===== src/rtl/matrix_drain_pkg.sv =====
// matrix_drain_pkg: shared constants, FSM states and drain-order lookup for the result drain
package matrix_drain_pkg;
  localparam int N_ELEM = 9;
  localparam int ELEM_W = 8;
  localparam int ORDER_ROW = 0;
  localparam int ORDER_COL = 1;
  typedef enum logic {IDLE, STREAM} drain_state_t;
  localparam logic [3:0] COL_LUT [N_ELEM] = '{4'd0, 4'd3, 4'd6, 4'd1, 4'd4, 4'd7, 4'd2, 4'd5, 4'd8};
endpackage


===== src/rtl/drain_frame_buf.sv =====
// drain_frame_buf: one 3x3 result frame held as a 9x8 register bank with indexed read
module drain_frame_buf
  import matrix_drain_pkg::*;
(
  input  logic                     clk,
  input  logic                     reset,
  input  logic                     load,
  input  logic [N_ELEM*ELEM_W-1:0] din,
  input  logic [3:0]               idx,
  output logic [ELEM_W-1:0]        dout
);
  logic [N_ELEM-1:0][ELEM_W-1:0] mem;
  always_ff @(posedge clk or negedge reset)
    if (!reset) mem <= '0;
    else if (load) mem <= din;
  assign dout = mem[idx];
endmodule


===== src/rtl/matrix_result_drain.sv =====
// matrix_result_drain: captures the nine multiplier results on done rise and streams them over valid/ready
// Optional DRAIN_FRAME_CNT_EN adds an 8-bit count of completed frames.
module matrix_result_drain
  import matrix_drain_pkg::*;
#(
  parameter int ORDER  = ORDER_ROW,
  parameter int ELEM_W = 8
) (
  input  logic                     clk,
  input  logic                     reset,
  input  logic                     done_in,
  input  logic [N_ELEM*ELEM_W-1:0] results_in,
  input  logic                     out_ready,
  input  logic                     overrun_clr,
  output logic                     out_valid,
  output logic [ELEM_W-1:0]        out_data,
  output logic [3:0]               out_index,
  output logic                     out_last,
  output logic                     busy,
`ifdef DRAIN_FRAME_CNT_EN
  output logic [7:0]               frame_count,
`endif
  output logic                     overrun
);
  drain_state_t state, state_d;
  logic [3:0] p, p_d, idx;
  logic sel, sel_d, shadow_full, sf_d, ov_d, done_q, done_rise, hs, final_hs;
  logic ld_cur, ld_oth;
  logic [ELEM_W-1:0] rd0, rd1;
  assign done_rise = done_in & ~done_q;
  assign out_valid = state == STREAM;
  assign hs        = out_valid & out_ready;
  assign final_hs  = hs & (p == 4'd8);
  // sel names the active buffer; the other one is the shadow
  always_comb begin
    state_d = state;
    p_d     = p;
    sel_d   = sel;
    sf_d    = shadow_full;
    ov_d    = overrun & ~overrun_clr;
    ld_cur  = 1'b0;
    ld_oth  = 1'b0;
    if (state == IDLE) begin
      if (done_rise) begin
        ld_cur  = 1'b1;
        state_d = STREAM;
        p_d     = '0;
      end
    end else if (final_hs) begin
      p_d = '0;
      if (shadow_full) begin
        sel_d  = ~sel;
        ld_cur = done_rise;
        sf_d   = done_rise;
      end else begin
        ld_cur  = done_rise;
        state_d = done_rise ? STREAM : IDLE;
      end
    end else begin
      if (hs) p_d = p + 4'd1;
      if (done_rise) begin
        if (shadow_full) ov_d = 1'b1;
        else begin
          ld_oth = 1'b1;
          sf_d   = 1'b1;
        end
      end
    end
  end
  always_ff @(posedge clk or negedge reset)
    if (!reset) begin
      state       <= IDLE;
      p           <= '0;
      sel         <= 1'b0;
      shadow_full <= 1'b0;
      overrun     <= 1'b0;
      done_q      <= 1'b0;
    end else begin
      state       <= state_d;
      p           <= p_d;
      sel         <= sel_d;
      shadow_full <= sf_d;
      overrun     <= ov_d;
      done_q      <= done_in;
    end
`ifdef DRAIN_FRAME_CNT_EN
  always_ff @(posedge clk or negedge reset)
    if (!reset) frame_count <= '0;
    else if (final_hs) frame_count <= frame_count + 8'd1;
`endif
  assign idx = (ORDER == ORDER_COL) ? COL_LUT[p] : p;
  drain_frame_buf u_buf0 (
    .clk(clk), .reset(reset), .load((ld_cur & ~sel) | (ld_oth & sel)),
    .din(results_in), .idx(idx), .dout(rd0)
  );
  drain_frame_buf u_buf1 (
    .clk(clk), .reset(reset), .load((ld_cur & sel) | (ld_oth & ~sel)),
    .din(results_in), .idx(idx), .dout(rd1)
  );
  assign out_data  = out_valid ? (sel ? rd1 : rd0) : '0;
  assign out_index = p;
  assign out_last  = out_valid & (p == 4'd8);
  assign busy      = out_valid | shadow_full;
endmodule

===== config.mk =====
export PLATFORM = sky130hd
export DESIGN_NAME = matrix_result_drain
export DESIGN_NICKNAME = d
export VERILOG_FILES = /design/src/rtl/matrix_drain_pkg.sv /design/src/rtl/drain_frame_buf.sv /design/src/rtl/matrix_result_drain.sv
export SDC_FILE = /design/constraint.sdc
export NUM_CORES = 1
export LEC_CHECK = 0
export ABC_AREA = 0
export BUFFER_PORTS_ARGS = -buffer_cell sky130_fd_sc_hd__buf_2
export CAP_MARGIN = 20
export CORE_ASPECT_RATIO = 0.5
export CORE_MARGIN = 2
export CORE_UTILIZATION = 42
export DETAILED_ROUTE_END_ITERATION = 16
export PLACE_DENSITY = 0.66
export SYNTH_ARGS = -nofsm -noshare
export SYNTH_HDL_FRONTEND = slang
export SYNTH_HIERARCHICAL = 1
export SYNTH_SLANG_ARGS = --single-unit

===== constraint.sdc =====
create_clock -name clk -period 2.1 [get_ports clk]
set_input_delay 0.21 -clock clk [delete_from_list [all_inputs] [get_ports clk]]
set_output_delay 0.21 -clock clk [all_outputs]
set_load 0.05 [all_outputs]

Yosys cells after proc, flatten, opt, wreduce, memory -nomap -nowiden
Index checks and enable logic that the tools add are counted.
{"block": "word_totals", "reg_bits": 153, "latchBits": 0, "ram_bits": 0, "mem_bits_ro": 0, "in_bits": 77, "output_inout_bits": 16, "word_cells": 75, "n_memories": 0}
{"block": "classes", "n_addsub": 1, "mul": 0, "div": 0, "magnitude_cmp": 1, "eq_ne": 2, "shift": 0, "mux": 27, "n_bitwise": 15, "reduce_logical": 5}
{"operator": "8-bit binary-select mux with 4-bit select", "n": 2}
{"operator": "8-bit two-way mux", "n": 4}
{"operator": "1-bit two-way mux", "n": 17}
{"operator": "4-bit two-way mux", "n": 4}
{"operator": "1-bit AND", "n": 9}
{"operator": "4-bit by 5-bit < comparator with 1-bit output (second input constant)", "n": 1}
{"operator": "4-bit by 1-bit adder with 4-bit output (second input constant)", "n": 1}
{"operator": "4-bit equality test (second input constant)", "n": 1}
{"operator": "2-bit AND reduction", "n": 2}
{"operator": "2-bit nonzero test", "n": 2}
{"operator": "3-bit by 1-bit inequality test with 1-bit output (second input constant)", "n": 1}
{"operator": "1-bit NOT", "n": 3}
{"operator": "1-bit bitwise OR", "n": 3}
{"operator": "3-bit AND reduction", "n": 1}

Logic depth before layout (Yosys ltp)
Gate-level depths: netlist (run 1).
{"block": "depth", "ltp_word": 7, "mapped_depth": 8, "depth_no_buf": 6}

Hierarchy
Netlist (run 1), hierarchy kept.
{"module": "drain_frame_buf", "n_inst": 2, "cells_per_inst": 218, "area_per_inst_um2": 3290.7, "seq_area_each_um2": 1801.7}
{"module": "matrix_result_drain", "n_inst": 1, "cells_per_inst": 74, "area_per_inst_um2": 654.4, "seq_area_each_um2": 225.2}

Worst setup path after synthesis (run 1)
Ideal clock, no wire load.
{"block": "synth_path", "path_type": "reg-to-output", "start": "register p[0] (netlist: out_index[0])", "end": "output out_data[0]", "t_arrival_ns": 2.367, "t_required_ns": 1.890, "slack_ns": -0.477, "path_stages_with_launch": 8, "path_buffers": 2, "path_cell_list": "dfrtp_1 -> buf_6 -> buf_4 -> nor4b_4 -> nand2_1 -> o31ai_1 -> mux2i_1 -> nor2b_1"}
{"block": "synth_via", "elab_chain_cells": 4, "elab_cells_between_ends": 6, "cone_classes": "mux: 6"}
{"element": "start, declared", "line": "matrix_result_drain.sv:26", "rtl": "logic [3:0] p, p_d, idx;"}
{"element": "start signal, assigned", "line": "matrix_result_drain.sv:80", "rtl": "p <= p_d;"}
{"element": "8-bit binary-select mux with 4-bit select", "line": "drain_frame_buf.sv:16", "rtl": "assign dout = mem[idx];"}
{"element": "8-bit two-way mux (not written as such)", "line": "drain_frame_buf.sv:16"}
{"element": "named net rd1[0]", "line": "matrix_result_drain.sv:29", "rtl": "logic [ELEM_W-1:0] rd0, rd1;"}
{"element": "8-bit two-way mux (2 in a row)", "line": "matrix_result_drain.sv:100", "rtl": "assign out_data = out_valid ? (sel ? rd1 : rd0) : '0;"}
{"element": "end, declared", "line": "matrix_result_drain.sv:16", "rtl": "output logic [ELEM_W-1:0] out_data,"}
The timed path passes the listed nets, and every way through them passes these cells. The select of a mux whose other input is x is not followed.

Worst setup path after layout (run 1)
{"block": "layout_path", "start": "register p[0] (netlist: out_index[0])", "end": "output out_data[2]"}
Same word-level chain as after synthesis.

==> results of run 1 <==
[placed cells by master, fill, tap and decap left out, drive strengths merged, types with 3 or more instances in the layout]
cell type and count:
buf 160, nand2 25, mux2 176, mux4 16, inv 12, dlygate4sd3 3, mux2i 9, nor2b 9
nand2b 3, or3 3, o31ai 16, o22ai 16, o21ai 6, clkbuf 25, nand3 3, dfrtp 153
nor2 16
[kinds of logic after synthesis]
| logic type | share of synthesized area |
|---|---|
| simple gates | 0.0526 |
| buf+inv | 0.0301 |
| flops | 0.529 |
| fa+ha+maj | 0.00346 |
| mux | 0.341 |
| xor+xnor | 0.00121 |
| compound gates | 0.0422 |
[critical path: stages (launching register included)]
cell and delay, ns:
dfrtp_2 0.46, buf_6 0.17, clkbuf_16 0.16, nor4b_4 0.33
buf_4 0.20, nand2_1 0.10, o31ai_4 0.08, mux2i_2 0.14
nor2b_4 0.14, buf_8 0.15
[final cells by class]
type / count / share of cell area
Multi-Input combinational cell: 320 / 0.381
Sequential cell: 153 / 0.371
Timing Repair Buffer: 171 / 0.162
Clock buffer: 17 / 0.0411
Tap cell: 227 / 0.0274
Clock inverter: 15 / 0.0172
Inverter: 3 / 0.00109
[state kept, by name, indices dropped and copies added (netlist names)]
signal,cells
shadow_full,1
u_buf1/mem,72
out_valid,1
u_buf0/mem,72
out_index,4
sel,1
overrun,1
done_q,1
[power groups by stage]
stage	Sequential, mW	Combinational (mW)	Clock (mW)
2_1_floorplan	5.06	4.49	0
3_3_place_gp	5.20	5.96	0
3_5_place_dp	5.25	6.08	0
4_1_cts	5.26	6.97	3.18
5_1_grt	5.53	8.65	3.33
6_report	5.39	8.22	3.16
[timing repair]
| item | 4_1_cts | 5_1_grt |
|---|---|---|
| hold endpoints to repair | 55 | 0 |
| hold buffers | 3 | 0 |
| setup endpoints to repair | 152 | 152 |
| pin swaps | 5 | 7 |
| gates cloned | 9 | 8 |
| buffers inserted | 19 | 9 |
| resized for setup | 119 | 133 |
[worst min path at each step]
stage | start | end | slack, ns | cells after the start
after floorplan | reset | done_q$_DFF_PN0_ | -0.09 | 0
after global placement | reset | u_buf0/mem[7]$_DFFE_PN0P_ | 0.22 | 1
after detailed placement | reset | u_buf0/mem[7]$_DFFE_PN0P_ | 0.22 | 1
after CTS | results_in[28] | u_buf1/mem[28]$_DFFE_PN0P_ | 0.02 | 2
after global routing | results_in[37] | u_buf1/mem[37]$_DFFE_PN0P_ | 0.02 | 2
final | results_in[53] | u_buf0/mem[53]$_DFFE_PN0P_ | 0.02 | 2
[metrics by stage]
| stage | total power, mW | cells |
|---|---|---|
| after CTS | 15.4 | 900 |
| after floorplan | 9.54 | 510 |
| after detailed placement | 11.3 | 837 |
| after global routing | 17.5 | 906 |
| final | 16.8 | 906 |
| after global placement | 11.2 | 837 |
[layer usage]
layer / part of all wire / GRT usage / vias up
met1: 0.48 / 0.339 / 2640
met2: 0.44 / 0.332 / 157
li1: - / - / 2201
met5: 0 / 0 / -
met4: 0.013 / 0.0519 / 0
met3: 0.062 / 0.0472 / 26
==> results_dict.tcl, run 1 <==
set metrics [dict create \
    outcome "finished with violations" \
    violations "negative setup slack" \
    required_ns 1.89 \
    hold_violations 0 \
    dr_total_vias 5024 \
    multiInputGateArea_mm2 0.00394 \
    die_w_um 190 \
    firstDrtPassIters 5 \
    first_iter_violations 327 \
    leakage_nw 4.73 \
    async_reset_ff_frac 1.00 \
    finalSetupViolations 92 \
    cts.reportedPaths.clkPinSlew_ns 0.07 \
    grt_start_max_net_pins 58 \
    routabilityCongestion 0.830 \
    synth_cell_types 37 \
    yosysSeqAreaShare 0.529 \
    post_drt_wl_per_cell_um 23.2 \
    pre_cts_slack_ns -0.154 \
    grt_pass1_vias 5187 \
    track_usage 0.225 \
    numClockSinks 153 \
    critPathKind "reg2out" \
    tightest_slew_ns 0.551 \
    grt_pass1_wl_um 31300 \
    switchingPower_mw 5.99 \
    rrSetupSlack_ns -0.10 \
    overflow 0 \
    layout_setup_ws_ns -0.477 \
    place_area_mm2 0.00829 \
    cts_buffers 17 \
    crit_arrival_ns 2.37 \
    die_h_um 96.8 \
    synth_nets 589 \
    yosys.area.top_type "dfrtp_1" \
    ys.flop_type "dfrtp_1" \
    p_seq_frac 0.322 \
    finalClockSkew_ns 0.0101 \
    dp.final_hpwl_um 12100 \
    synthTopCellsByArea "dfrtp_1, mux2_2, mux4_1, mux4_2, o31ai_1" \
    combPwrFrac 0.490 \
    hp-class "in2reg" \
    p_per_area_mw_per_mm2 1620 \
    synth-edff-count 0 \
    drv_slew 0 \
    final_layout_size_suffix_gt1_frac 0.648 \
    rsz0062_at_grt "yes" \
    hold_ws_ns 0.0231 \
    post-route-period-util 1.23 \
    synth_top_cell_area_share 0.529 \
    endpoint "out_data[2]" \
    seqCellArea_mm2 0.00383 \
    crit_path_start_kind "flop" \
    start_util 0.436 \
    syn_inst 510 \
    setup_tns_ns -9.07 \
    fin_crit_ns 2.58 \
    critPathCaptureType "output pin" \
    critPathMaxFanout 7 \
    drv_cap 0 \
    rr_endpoint "u_buf1/mem[68]$_DFFE_PN0P_" \
    core_mm2 0.0166 \
    postRouteAntennaNets 0 \
    ys.warnings.count 6 \
    synthTopCellsByCount "mux2_2, dfrtp_1, nand2_1" \
    pin_count 93 \
    timing.rr.start "out_index[0]$_DFFE_PN0P_" \
    diodes 0 \
    ir_drop_v 0.000732 \
    synth_area_per_cell_um2 14.2 \
    synth_seq_cells 153 \
    clkLatencyLatePin_ns 0.43 \
    worstSetupStartpoint "out_index[0]$_DFFE_PN0P_" \
    fin_area_mm2 0.0103 \
    final_nets 745 \
    syn_area_mm2 0.00724 \
    clock.fmax_mhz 388 \
    rows 33 \
    clockBufferDepth 2 \
    antenna_found_initial 0 \
    wirelength_um 21000 \
    place.port_buffers 92 \
    htree_levels 4 \
    via_per_inst 5.55 \
    yosysMostFrequentCell "mux2_2" \
    fin_util 0.624 \
    intPower_mw 10.8 \
    drc 0 \
    rr_worst_depth 9 \
    relSlewSlack 0.633 \
    cts_tree "yes" \
    clkPwrFrac 0.189 \
    switching_share 0.357 \
    dieArea_mm2 0.0184 \
    cts_root_buf "clkbuf_16" \
    fill_cells 1207 \
    area_delta_synth_final_pct 43.0 \
]
No activity file was read; power rests on OpenSTA's default activity.
==> run 2, diff against run 1 <==
Settings changed: PLACE_DENSITY 0.66 to unset.
==> run 2 against run 1 <==
Sequential share of layout area rose by 1.2 points; largest cell class is now flip-flops and latches; the flow still finishes with violations (negative setup slack); sequential cell count stayed put; final area is 3.3% lower.
==> results_dict.tcl, run 2 (synthesis gave the netlist of run 1 again) <==
set metrics [dict create \
    outcome "finished with violations" \
    violations "negative setup slack" \
    track_usage 0.221 \
    final_cell_mix "mux2_2, dfrtp_1, buf_2" \
    grt_start_max_net_pins 55 \
    crit_arrival_ns 2.39 \
    dieArea_mm2 0.0184 \
    fin_crit_ns 2.60 \
    clkLatencyLatePin_ns 0.43 \
    switchingPower_mw 5.65 \
    grt_pass1_wl_um 30400 \
    dp.final_hpwl_um 12300 \
    firstDrtPassIters 4 \
    die_w_um 190 \
    final_nets 750 \
    cts.reportedPaths.clkPinSlew_ns 0.07 \
    numClockSinks 153 \
    clkPwrFrac 0.216 \
    final_layout_size_suffix_gt1_frac 0.655 \
    postRouteAntennaNets 0 \
    tightest_slew_ns 0.530 \
    wirelength_um 19600 \
    pre_cts_slack_ns -0.131 \
    start_util 0.436 \
    grt.busiest_layer "met1" \
    antenna_found_initial 0 \
    hp-class "in2reg" \
    overflow 0 \
    grt_use_met2 0.310 \
    pin_count 93 \
    path_buf_inv 2 \
    dr_total_vias 4894 \
    cts_buffers 17 \
    gr-usage-met1 0.342 \
    crit_path_start_kind "flop" \
    post_drt_wl_per_cell_um 21.5 \
    clockBufferDepth 2 \
    switching_share 0.353 \
    critPathKind "reg2out" \
    layout_setup_ws_ns -0.496 \
    p_seq_frac 0.328 \
    place.port_buffers 92 \
    combPwrFrac 0.456 \
    drc 0 \
    timing.rr.start "out_index[0]$_DFFE_PN0P_" \
    critPathCaptureType "output pin" \
    intPower_mw 10.3 \
    crit_chain "buf_12, mux4_2, nor2_4, o31ai_1, mux2i_2, nor2b_4, buf_8" \
    post-route-period-util 1.24 \
    cts_tree "yes" \
    ir_drop_v 0.000729 \
    core_mm2 0.0166 \
    worstSetupStartpoint "out_index[0]$_DFFE_PN0P_" \
    finalSetupViolations 152 \
    htree_levels 4 \
    die_h_um 96.8 \
    layout_commonest_cell "mux2_2" \
    critPathMaxFanout 8 \
    worstHoldStart "results_in[60]" \
    clock.fmax_mhz 385 \
    drv_cap 0 \
    critPathSlowestCell "dfrtp_2" \
    grtUsageMet3 0.0486 \
    diodes 0 \
    grt_pass1_vias 5034 \
    cpPeakStageDelay_ns 0.48 \
    required_ns 1.89 \
    hold_violations 0 \
    routabilityCongestion 0.799 \
    area_delta_synth_final_pct 38.4 \
    rows 33 \
    first_iter_violations 298 \
    via_per_inst 5.37 \
    cts_root_buf "clkbuf_16" \
    fin_util 0.603 \
    relSlewSlack 0.647 \
    rsz0062_at_grt "yes" \
    leakage_nw 4.44 \
    finalClockSkew_ns 0.0104 \
    crit_family "multiplexers" \
    p_per_area_mw_per_mm2 1600 \
    drv_slew 0 \
]
run 2: cell count changes in the layout (fill, tap and decap cells not counted), sizes merged:
| cell | previous run | this run |
|---|---|---|
| clkbuf | 25 | 20 |
| inv | 12 | 7 |
| clkinv | 2 | 5 |
| clkinvlp | 2 | 0 |
| buf | 160 | 168 |
| bufinv | 2 | 5 |
| bufbuf | 0 | 3 |
run 2: routing by layer:
layer  wire [um]  vias up
met5           0        -
met1        9940     2564
li1            -     2211
met2        8540      111
met4         105        0
met3         986        8
run 2: final cells by class:
cell class | instances | area (um^2)
Sequential cell | 153 | 3830
Inverter | 3 | 13.8
Timing Repair Buffer | 176 | 1810
Tap cell | 227 | 284
Fill cell | 1325 | 6590
Clock inverter | 14 | 216
Clock buffer | 18 | 439
Multi-Input combinational cell | 320 | 3420
run 2: repair_timing:
action | 4_1_cts | 5_1_grt
hold buffers | 3 | 0
gates cloned | 16 | 2
setup endpoints to repair | 129 | 153
pin swaps | 2 | 6
gates resized for setup | 58 | 40
setup buffers | 15 | 7
endpoints found under the hold margin | 53 | 0
run 2: worst paths after layout:
path / to / slack [ns] / cells past startpoint
max in group asynchronous: u_buf0/mem[5]$_DFFE_PN0P_ / 1.10 / 3
worst max-delay path: out_data[5] / -0.50 / 7
worst min-delay path: u_buf0/mem[60]$_DFFE_PN0P_ / 0.02 / 2
worst max register to register: u_buf0/mem[68]$_DFFE_PN0P_ / -0.48 / 12
worst min register to register: u_buf0/mem[42]$_DFFE_PN0P_ / 0.50 / 1
min in group asynchronous: u_buf1/mem[1]$_DFFE_PN0P_ / 0.31 / 2
run 2: through the flow:
step,instance area (um^2),power [mW],instances,hold slack [ns],setup TNS (ns)
after detailed placement,8320,11.4,838,0.206,-9.54
final,10000,16.0,911,0.0217,-60.15
after global placement,8320,11.3,838,0.206,-8.20
after global routing,10000,16.8,911,0.00396,-70.92
after CTS,9780,15.4,904,0.0143,-31.10
after floorplan,7380,9.54,510,-0.0856,0
run 2: power groups by stage:
| stage | logic (mW) | clock network (mW) | registers (mW) |
|---|---|---|---|
| finish | 7.30 | 3.45 | 5.25 |
| global route | 7.70 | 3.65 | 5.40 |
| CTS | 6.75 | 3.48 | 5.20 |
| detailed placement | 6.16 | 0 | 5.22 |
| global placement | 6.07 | 0 | 5.20 |
| floorplan | 4.49 | 0 | 5.06 |
==> run 3, diff against run 2 <==
Settings changed: ABC_AREA 0 to 1, SLEW_MARGIN set to 30.
==> run 3 against run 2 <==
The flow still finishes with violations (negative setup slack); synthesized area rose by 4.5%; clock power shrank 9.6%; synthesized cell count increased by 92%; global-route usage grew 1.9 points; non-clock buffer count is 14 higher; maximum frequency increased by 10%; final area grew 11%; register-to-register slack improved by 0.30 ns; critical path type unchanged; highest routed layer unchanged.
==> results_dict.tcl, run 3 <==
set metrics [dict create \
    wirelength_um 29100 \
    finalPower_mw 18.4 \
    critPathMaxFanout 9 \
    syn_inst 979 \
    cpPeakStageDelay_ns 0.61 \
    pin_count 93 \
    drv_slew 0 \
    hp-class "in2reg" \
    clockBufferDepth 2 \
    dp.final_hpwl_um 14800 \
    required_ns 1.89 \
    grtUsageMet3 0.0551 \
    critPathCaptureType "output pin" \
    start_util 0.432 \
    drc 0 \
    clkPwrFrac 0.170 \
    post_drt_wl_per_cell_um 21.0 \
    synthTopCellsByArea "dfrtp_1, nand2_1, o21ai_0, nand3_1, inv_1" \
    fin_util 0.635 \
    cts_buffers 17 \
    rsz0062_at_grt "yes" \
    synth_seq_cells 153 \
    die_h_um 98.9 \
    die_w_um 194 \
    cts.reportedPaths.clkPinSlew_ns 0.07 \
    post-route-period-util 1.12 \
    crit_path_start_kind "flop" \
    htree_levels 4 \
    grt_pass1_wl_um 35700 \
    outcome "finished with violations" \
    grt.busiest_layer "met2" \
    synth-edff-count 0 \
    drv_cap 0 \
    fill_cells 1384 \
    area_delta_synth_final_pct 46.8 \
    postRouteAntennaNets 0 \
    yosysSeqAreaShare 0.506 \
    fin_crit_ns 2.36 \
    crit_chain "clkinvlp_4, buf_12, nand3_2, nand3_2, nand2_2, nor2_4, nor2_4, buf_6" \
    critPathSlowestCell "dfrtp_2" \
    path_buf_inv 3 \
    synth_area_per_cell_um2 7.72 \
    final_layout_size_suffix_gt1_frac 0.335 \
    tightest_slew_ns 0.638 \
    critPathKind "reg2out" \
    numClockSinks 153 \
    p_per_area_mw_per_mm2 1660 \
    relSlewSlack 0.575 \
    dieArea_mm2 0.0192 \
    async_reset_ff_frac 1.00 \
    clock.fmax_mhz 424 \
    violations "negative setup slack" \
    routabilityCongestion 0.852 \
    cts_root_buf "clkbuf_16" \
    ys.warnings.count 6 \
    place.port_buffers 92 \
    pre_cts_slack_ns -0.00182 \
    intPower_mw 10.0 \
    hold_violations 0 \
    overflow 0 \
    cts_tree "yes" \
    gr-usage-met1 0.351 \
    synth_nets 1058 \
    firstDrtPassIters 7 \
    leakage_nw 5.34 \
    placedCellCount 1274 \
    p_seq_frac 0.273 \
    via_per_inst 5.55 \
    switchingPower_mw 8.37 \
    yosys.area.top_type "dfrtp_1" \
    final_cell_mix "nand2_1, dfrtp_1, inv_1" \
    clkLatencyLatePin_ns 0.43 \
    dr_total_vias 7671 \
    first_iter_violations 846 \
    combPwrFrac 0.557 \
    grt_start_max_net_pins 69 \
    layout_commonest_cell "nand2_1" \
    finalSetupViolations 111 \
    yosysMostFrequentCell "nand2_1" \
    layout.cells.non_filler 1383 \
    syn_area_mm2 0.00756 \
    ys.flop_type "dfrtp_1" \
    rows 34 \
    finalClockSkew_ns 0.0124 \
    crit_arrival_ns 2.15 \
    synthTopCellsByCount "nand2_1, dfrtp_1, inv_1" \
    synth_top_cell_area_share 0.506 \
    grt_pass1_vias 6634 \
    final_nets 1215 \
    ir_drop_v 0.00104 \
    diodes 0 \
    layout_setup_ws_ns -0.257 \
    crit_family "buffers and inverters" \
    grt_use_met2 0.359 \
    synth_cell_types 19 \
    switching_share 0.455 \
    antenna_found_initial 0 \
    core_mm2 0.0175 \
    track_usage 0.240 \
]
run 3: changes by cell type after synthesis, sizes merged, moves of 15 or more:
cell / change
nand3: +117
nand2: +282
inv: +148
o22ai: -15
o31ai: -16
o21ai: +135
mux2: -160
mux4: -16
run 3: final timing paths:
path | start | endpoint | slack (ns) | cells after the start
worst max-delay path | out_index[2]$_DFFE_PN0P_ | out_data[1] | -0.26 | 8
worst min-delay path | results_in[50] | u_buf0/mem[50]$_DFFE_PN0P_ | 0.008 | 3
worst max register to register | out_index[0]$_DFFE_PN0P_ | u_buf1/mem[67]$_DFFE_PN0P_ | -0.18 | 11
worst min register to register | u_buf0/mem[43]$_DFFE_PN0P_ | u_buf0/mem[43]$_DFFE_PN0P_ | 0.51 | 2
max in group asynchronous | reset | u_buf0/mem[63]$_DFFE_PN0P_ | 1.10 | 3
min in group asynchronous | reset | u_buf1/mem[50]$_DFFE_PN0P_ | 0.31 | 2
run 3: per-stage QoR:
stage,area [um^2],hold WS [ns],setup TNS (ns)
floorplan,7630,-0.0856,0
global placement,8380,0.213,-0.0374
detailed placement,8380,0.213,-0.00182
CTS,9510,0.000884,-1.91
global route,11100,0.00413,-20.88
finish,11100,0.00792,-9.07
run 3: layer usage:
layer | up-vias | routed length (um)
li1 | 3400 | -
met4 | 0 | 647
met2 | 438 | 12800
met3 | 73 | 3110
met1 | 3760 | 12500
met5 | - | 0
run 3: power by group through the flow:
stage / logic, mW / registers (mW) / clock network, mW
floorplan: 4.70 / 4.94 / 0
global placement: 6.58 / 4.93 / 0
CTS: 7.88 / 4.97 / 3.14
detailed placement: 6.67 / 4.97 / 0
global route: 10.8 / 5.15 / 3.29
finish: 10.2 / 5.01 / 3.12
run 3: final cells by class:
cell class	instances	area, um^2	area share
Sequential cell	153	3840	0.346
Multi-Input combinational cell	623	3610	0.325
Timing Repair Buffer	190	2170	0.195
Inverter	151	607	0.0547
Clock buffer	18	439	0.0396
Tap cell	234	293	0.0264
Clock inverter	14	153	0.0137
run 3: what timing repair did:
action,4_1_cts,5_1_grt
setup endpoints to repair,8,153
hold endpoints to repair,54,0
gates resized for setup,106,157
pin swaps,18,47
gates cloned,3,37
hold buffers,5,0
setup buffers,2,32
run 3: cell families after synthesis:
kind of cell | share of synthesized area
compound gates | 0.0952
fa+ha+maj | 0.00331
simple gates | 0.255
flops | 0.506
buf+inv | 0.116
mux | 0.0238
run 3: worst register-to-register path: stages (launching register included):
cell and delay, ns:
dfrtp_4 0.52, buf_12 0.16, inv_2 0.09, ha_4 0.14, nand2_1 0.06, nor2_2 0.12
nand2_2 0.11, nand2_4 0.12, nand3_4 0.17, nand2_8 0.20, buf_4 0.13, mux2_2 0.34
